==> src/rtl/ctrl_decoder_pkg.sv <==
// ctrl_decoder_pkg: shared state type, default parameters and width helper for ctrl_decoder_seq
package ctrl_decoder_pkg;
  typedef enum logic {IDLE = 1'b0, ACTIVE = 1'b1} state_t;
  localparam int NUM_CH_DEF = 4;
  localparam int HOLD_CYC_DEF = 1;
  function automatic int clog2(input int n);
    int r;
    r = 0;
    for (int v = n - 1; v > 0; v = v >> 1) r++;
    return r;
  endfunction
endpackage

==> src/rtl/ctrl_decoder_seq_onehot_dec.sv <==
// onehot_dec: binary channel address to one-hot channel vector
module onehot_dec import ctrl_decoder_pkg::*; #(
  parameter int NUM_CH = NUM_CH_DEF,
  parameter int ADDR_W = clog2(NUM_CH)
) (
  input  logic [ADDR_W-1:0] addr,
  output logic [NUM_CH-1:0] onehot
);
  assign onehot = NUM_CH'(1) << addr;
endmodule

==> src/rtl/ctrl_decoder_seq.sv <==
// ctrl_decoder_seq: strobes a burst of consecutive one-hot control channels, each held HOLD_CYC cycles
module ctrl_decoder_seq import ctrl_decoder_pkg::*; #(
  parameter int NUM_CH = NUM_CH_DEF,
  parameter int HOLD_CYC = HOLD_CYC_DEF,
  localparam int ADDR_W = clog2(NUM_CH)
) (
  input  logic              clk,
  input  logic              reset_n,
  input  logic              io_REQ_VALID,
  output logic              io_REQ_READY,
  input  logic [ADDR_W-1:0] io_WADD,
  input  logic [7:0]        io_BURST_LEN,
  input  logic              io_ABORT,
  output logic [NUM_CH-1:0] io_CTRL,
  output logic              io_BUSY,
  output logic              io_ERR
);
  state_t state_q, state_d;
  logic [ADDR_W-1:0] addr_q, addr_d, addr_nxt;
  logic [7:0] rem_q, rem_d, hold_q, hold_d;
  logic [NUM_CH-1:0] ctrl_q, ctrl_d, dec;
  logic err_q, err_d, accept, bad, expire;
  assign io_REQ_READY = state_q == IDLE;
  assign io_BUSY = state_q == ACTIVE;
  assign io_CTRL = ctrl_q;
  assign io_ERR = err_q;
  assign accept = io_REQ_VALID && io_REQ_READY && !io_ABORT;
  assign bad = {1'b0, io_WADD} >= (ADDR_W + 1)'(NUM_CH);
  assign expire = hold_q == 8'd1;
  // explicit compare so non-power-of-two channel counts wrap correctly
  assign addr_nxt = (addr_q == ADDR_W'(NUM_CH - 1)) ? '0 : addr_q + 1'b1;
  onehot_dec #(.NUM_CH(NUM_CH), .ADDR_W(ADDR_W)) u_dec (.addr(addr_d), .onehot(dec));
  always_ff @(posedge clk or negedge reset_n) begin
    if (!reset_n) begin
      state_q <= IDLE;
      addr_q  <= '0;
      rem_q   <= '0;
      hold_q  <= '0;
      ctrl_q  <= '0;
      err_q   <= 1'b0;
    end else begin
      state_q <= state_d;
      addr_q  <= addr_d;
      rem_q   <= rem_d;
      hold_q  <= hold_d;
      ctrl_q  <= ctrl_d;
      err_q   <= err_d;
    end
  end
  always_comb begin
    state_d = state_q;
    if (state_q == IDLE) state_d = (accept && !bad) ? ACTIVE : IDLE;
    else if (io_ABORT || (expire && rem_q <= 8'd1)) state_d = IDLE;
  end
  always_comb begin
    addr_d = addr_q;
    rem_d  = rem_q;
    hold_d = hold_q;
    err_d  = accept && bad;
    if (accept && !bad) begin
      addr_d = io_WADD;
      rem_d  = (io_BURST_LEN == 8'd0) ? 8'd1 : io_BURST_LEN;
      hold_d = 8'(HOLD_CYC);
    end else if (state_q == ACTIVE) begin
      if (state_d == IDLE) begin
        addr_d = '0;
        rem_d  = '0;
        hold_d = '0;
      end else if (expire) begin
        addr_d = addr_nxt;
        rem_d  = rem_q - 8'd1;
        hold_d = 8'(HOLD_CYC);
      end else hold_d = hold_q - 8'd1;
    end
    ctrl_d = (state_d == ACTIVE) ? dec : '0;
  end
endmodule

==> config.mk <==
export PLATFORM = sky130hd
export DESIGN_NAME = ctrl_decoder_seq
export DESIGN_NICKNAME = d
export VERILOG_FILES = /design/src/rtl/ctrl_decoder_pkg.sv /design/src/rtl/ctrl_decoder_seq_onehot_dec.sv /design/src/rtl/ctrl_decoder_seq.sv
export SDC_FILE = /design/constraint.sdc
export NUM_CORES = 1
export LEC_CHECK = 0
export CELL_PAD_IN_SITES_DETAIL_PLACEMENT = 0
export CELL_PAD_IN_SITES_GLOBAL_PLACEMENT = 1
export CORE_UTILIZATION = 42
export CTS_BUF_LIST = sky130_fd_sc_hd__clkbuf_4
export CTS_CLUSTER_SIZE = 16
export DETAILED_ROUTE_END_ITERATION = 10
export PLACE_DENSITY_LB_ADDON = 0.1
export SLEW_MARGIN = 40
export SYNTH_ARGS = -nofsm -noshare
export SYNTH_HDL_FRONTEND = slang
export SYNTH_SLANG_ARGS = --single-unit
==> constraint.sdc <==
create_clock -name clk -period 2.1 [get_ports clk]
set_input_delay 0.525 -clock clk [delete_from_list [all_inputs] [get_ports clk]]
set_output_delay 0.525 -clock clk [all_outputs]
set_load 0.02 [all_outputs]
Yosys cells after proc, flatten, opt, wreduce, memory -nomap -nowiden
Index checks and enable logic that the tools add are counted.

Flip-flop bits (word level): 23. Input bits: 14. Logic and storage cells: 40.

Add/subtract/negate cells: 3. Order comparisons: 1. Eq/ne operators: 3. Shifts and indexed selects: 1. Muxes and demuxes: 18. Bitwise gates (word level): 1. Reduce and logical (&&, ||, !) cells: 8.

Operators by type and width (number): 8-bit 2-to-1 mux (9); 8-bit by 1-bit subtractor with 8-bit output (second input constant) (2); 2-bit 2-to-1 mux (5); 8-bit by 1-bit == test with 1-bit output (second input constant) (1); 8-bit by 1-bit <= comparator with 1-bit output (second input constant) (1); 8-bit zero test (1); 4-bit 2-to-1 mux (1); 1-bit by 2-bit << shifter with 4-bit output (first input constant) (1); 1-bit logical AND (3); 1-bit 2-to-1 mux (3); 3-bit by 1-bit != test with 1-bit output (second input constant) (1); 2-bit by 1-bit adder with 2-bit output (second input constant) (1); 2-bit == test (second input constant) (1); 2-bit AND reduction (1); 2-bit nonzero test (1); 1-bit zero test (1); 1-bit logical OR (1); 1-bit inverter (1).

Logic depth before layout (Yosys ltp)
Word-level depth: 10. Depth in mapped cells: 9.

Modules after synthesis
From an unflattened synthesis, not the netlist that was laid out.

Cells, all modules: 145. Area total of the unflattened synthesis: 1335.0 um^2.

By module, submodules not included: ctrl_decoder_seq (times used 1, cells each 141, area each 1308.8 um^2, seq. area each 575.6 um^2); onehot_dec (times used 1, cells each 4, area each 26.3 um^2, seq. area each 0.0 um^2).

Worst setup path before layout
Ideal clock, no wire load.

Path type: register to register. Start: reg state_q (netlist: io_BUSY). End: reg rem_q[7]. Arrival: 1.611 ns. Required time: 1.979 ns. Path slack: 0.368 ns. Cell stages (with the launch flop): 7. Buffers on the path: 3. Period minus slack after synthesis: 1.732 ns. Cell sequence: dfrtp_1 -> buf_2 -> or2b_1 -> o21a_2 -> buf_6 -> buf_8 -> a22o_1.

Longest elaborated chain between the ends: 8. Elaborated cells between the ends (all ways): 11.

Ends and longest elaborated chain: start, declared (RTL line ctrl_decoder_seq.sv:18) `state_t state_q, state_d;`; start signal, assigned (RTL line ctrl_decoder_seq.sv:42) `state_q <= state_d;`; 1-bit inverter; 1-bit logical AND (2 in series) (RTL line ctrl_decoder_seq.sv:27) `assign accept = io_REQ_VALID && io_REQ_READY && !io_ABORT;`; 1-bit 2-to-1 mux (2 in series) (RTL line ctrl_decoder_seq.sv:52) `if (state_q == IDLE) state_d = (accept && !bad) ? ACTIVE : IDLE;`; 8-bit 2-to-1 mux (RTL line ctrl_decoder_seq.sv:65) `if (state_d == IDLE) begin`; 8-bit 2-to-1 mux (RTL line ctrl_decoder_seq.sv:64) `end else if (state_q == ACTIVE) begin`; 8-bit 2-to-1 mux (RTL line ctrl_decoder_seq.sv:60) `if (accept && !bad) begin`; end signal, assigned (RTL line ctrl_decoder_seq.sv:44) `rem_q <= rem_d;`; end, declared (RTL line ctrl_decoder_seq.sv:20) `logic [7:0] rem_q, rem_d, hold_q, hold_d;`.

Parallel ways exist; a longest one is shown, timed or not. The select of a mux whose other input is x is not followed. A chain may end at the register's enable or synchronous reset.

Worst setup path in the final report
Start: reg state_q (netlist: io_BUSY). End: out io_BUSY.

RTL lines: end, declared (RTL line ctrl_decoder_seq.sv:15) `output logic io_BUSY,`.

No word-level cell between the ends.

==> impl_metrics.py <==
metrics = {
    "die": {
        "dieWidth_um": 59.84,
        "start_util_pct": 45.28,
        "io_pins": 21,
        "core_area_sq_um": 3103,
        "row_count": 20,
        "die_h_um": 59.84,
        "die_area_sq_um": 3581,
    },
    "clocking": {
        "cts_setup_buffers": 0,
        "htree_levels": 1,
        "cts_sinks": 23,
        "cts_buffers": 3,
        "cts_tree": "yes",
        "clkSlewWorstSetupHoldPaths_ns": 0.13,
        "clock_latency_ns": 0.31,
        "clockRootBuffer": "clkbuf_4",
        "postCtsHoldBufs": 0,
        "clock_path_buffers": 2,
    },
    "yosys": {
        "netlist_instances": 146,
        "synthAdderAreaFrac_pct": 4.452,
        "yosys.area_share.simple_pct": 20.21,
        "ys.warnings.count": 0,
        "syn_nets": 165,
        "syn_area_sq_um": 1405,
        "async_flop_share_pct": 100.0,
        "ys_ff_latch": 23,
        "seq_area_frac_synth_pct": 40.96,
        "synthMuxAreaShare_pct": 1.425,
        "synth_area_per_cell_sq_um": 9.624,
        "synth-xor-area-share_pct": 3.740,
        "synth_edf_count": 0,
        "ys_types": 51,
        "synth_top_family_by_area": "compound AO/OA/AOI/OAI gates",
        "synth_flop_cell": "dfrtp_1",
        "synth_compound_area_share_pct": 22.44,
    },
    "finish": {
        "seqCellArea_sq_um": 576.8,
        "fin_area_sq_um": 1693,
        "final_common_cell": "dfrtp_1",
        "area_growth_pct": 20.48,
        "fillers": 295,
        "fin_nets": 192,
        "final_cell_mix": "dfrtp_1, nor2_1, clkdlybuf4s50_1",
        "multi_input_area_sq_um": 739.5,
        "diodes": 0,
        "layout-drive-gt1-share_pct": 15.70,
    },
    "critical_path": {
        "reg2reg_to": "io_CTRL[2]",
        "path_class": "flip-flop to output pin",
        "r2r-start": "rem_q[0]",
        "worstPathRequired_ns": 1.57,
        "cp-end-kind": "output pin",
        "regToRegSetupSlack_ns": 0.16,
        "critical-path-slowest-cell": "clkdlybuf4s50_1",
        "path_buf_inv": 1,
        "cp_max_fo": 10,
        "reg2regPathDepth": 6,
        "crit_path_cell_trace": "clkdlybuf4s50_1",
        "critical_path.top_delay_family": "buffers and inverters",
        "cp-start-kind": "flip-flop",
        "crit_arrival_ns": 1.44,
        "cpPeakStageDelay_ns": 0.64,
    },
    "grt": {
        "grt_pass1_vias": 1162,
        "grt-ovfl-total": 0,
        "met2_usage_pct": 32.38,
        "met3_usage_pct": 2.814,
        "grt.met1_usage_pct": 25.24,
        "grt_first_pass_wirelength_um": 5175,
        "grt_busiest_layer": "met2",
        "track_usage_pct": 19.56,
        "grt_max_degree": 24,
        "antenna_found_initial": 0,
    },
    "sta": {
        "rsz0062_at_grt": "no",
        "finalSetupViolations": 0,
        "timing.final.crit_share_pct": 93.52,
        "max_freq_mhz": 509.2,
        "skew_ns": 0.006668,
        "period_needed_ns": 1.964,
        "finalMaxSlewViolations": 0,
        "holdWs_ns": 0.5434,
        "setup_slack_ns": 0.1360,
        "finalHoldViolCount": 0,
    },
    "hold_path": {
        "hp-class": "input port to async pin",
    },
    "pwr": {
        "cellPowerDensity_nw_per_um2": 1066,
        "cellLeakagePower_uw": 0.0007688,
        "irDropWorstVdd_mv": 0.5095,
        "finalPower_uw": 1805,
    },
    "placement": {
        "gp_congestion": 0.8174,
        "io_buffers": 19,
        "placed_cell_area_sq_um": 1660,
        "dp_hpwl_um": 2329,
        "place_ws_ns": -0.04697,
    },
    "route": {
        "via_per_inst": 5.407,
        "drt-total-wl_um": 3067,
        "drt_iter0_markers": 68,
        "route.antenna.remaining_nets": 0,
        "first_pass_iters": 4,
        "post_drt_wl_per_cell_um": 14.20,
        "vias": 1168,
        "route.detailed.drc": 0,
    },
    "status": {
        "status": "finished clean",
    },
    "run": {
        "maxCapViolations": 0,
    },
}
-- routing by layer --
layer	up-vias	part of all wire, %	wire length (um)
met5	-	0	0
met4	0	0.65	20
met1	563	48	1457
met3	2	3.3	100
met2	23	49	1490
li1	580	-	-
-- state kept, by name (all words and copies together) (netlist names) --
register	flops
io_BUSY	1
addr_q	2
io_CTRL	4
hold_q	8
rem_q	8
-- stage by stage --
step / util, % / std cells / TNS (ns)
after floorplan: - / 146 / 0
after global placement: 53.51 / 212 / 0
after detailed placement: 53.51 / 212 / -0.04697
after CTS: 54.44 / 216 / 0
after global routing: 54.56 / 216 / 0
final: 54.56 / 216 / 0
-- report_power, final --
part	leakage, uW	total, uW	internal, uW	switching, uW
clock network	0.0000177	208	71.1	136
registers	0.000301	709	579	130
logic	0.000450	889	413	476
-- cell type report --
type / instances / share of cell area (%)
Tap cell: 44 / 3.252
Multi-Input combinational cell: 109 / 43.68
Clock buffer: 3 / 1.330
Timing Repair Buffer: 29 / 15.82
Clock inverter: 1 / 0.2956
Sequential cell: 23 / 34.07
Inverter: 7 / 1.552
-- timing repair --
item                       4_1_cts  5_1_grt
pin swaps                        0        1
setup endpoints to repair        1        3
gates resized for setup          1        2
-- logic make-up (layout without fill, tap and decap cells) --
group | Yosys count | after routing
compound gates | 41 | 41
xor+xnor | 6 | 6
fa+ha+maj | 5 | 5
buf+inv | 14 | 40
flops | 23 | 23
mux | 2 | 2
other cells | 1 | 1
simple gates | 54 | 54
-- Yosys cell counts, types with 2 or more instances --
master   instances  area share [%]
nor4_1           4             1.8
nor3_1           2            0.71
nor2b_1          2            0.89
a22o_1           5             3.1
mux2i_1          2             1.4
o31ai_1          2             1.1
a32o_1           2             1.4
o22ai_1          2            0.89
nor2_1          18             4.8
nand2_1         11             2.9
xnor2_1          2             1.2
and3_1           2            0.89
inv_1            7             1.9
o21ai_0         10             3.6
nand3_1          4             1.4
dfrtp_1         23              41
buf_6            3             2.4
ha_1             5             4.5
a21bo_2          2             1.4
a21oi_1          4             1.4
xor2_1           4             2.5
-- worst max path at each step --
stage / startpoint / slack (ns) / end / cells past startpoint
finish: io_BUSY / 0.14 / io_BUSY / 1
global route: rem_q[0] / 0.008 / io_CTRL[2] / 6
CTS: io_BUSY / 0.006 / io_REQ_READY / 2
detailed placement: io_ABORT / -0.05 / io_CTRL[2] / 5
global placement: io_ABORT / 0.02 / rem_q[4] / 6
floorplan: io_BUSY / 0.37 / rem_q[7] / 6
(Power assumes the default switching activity.)
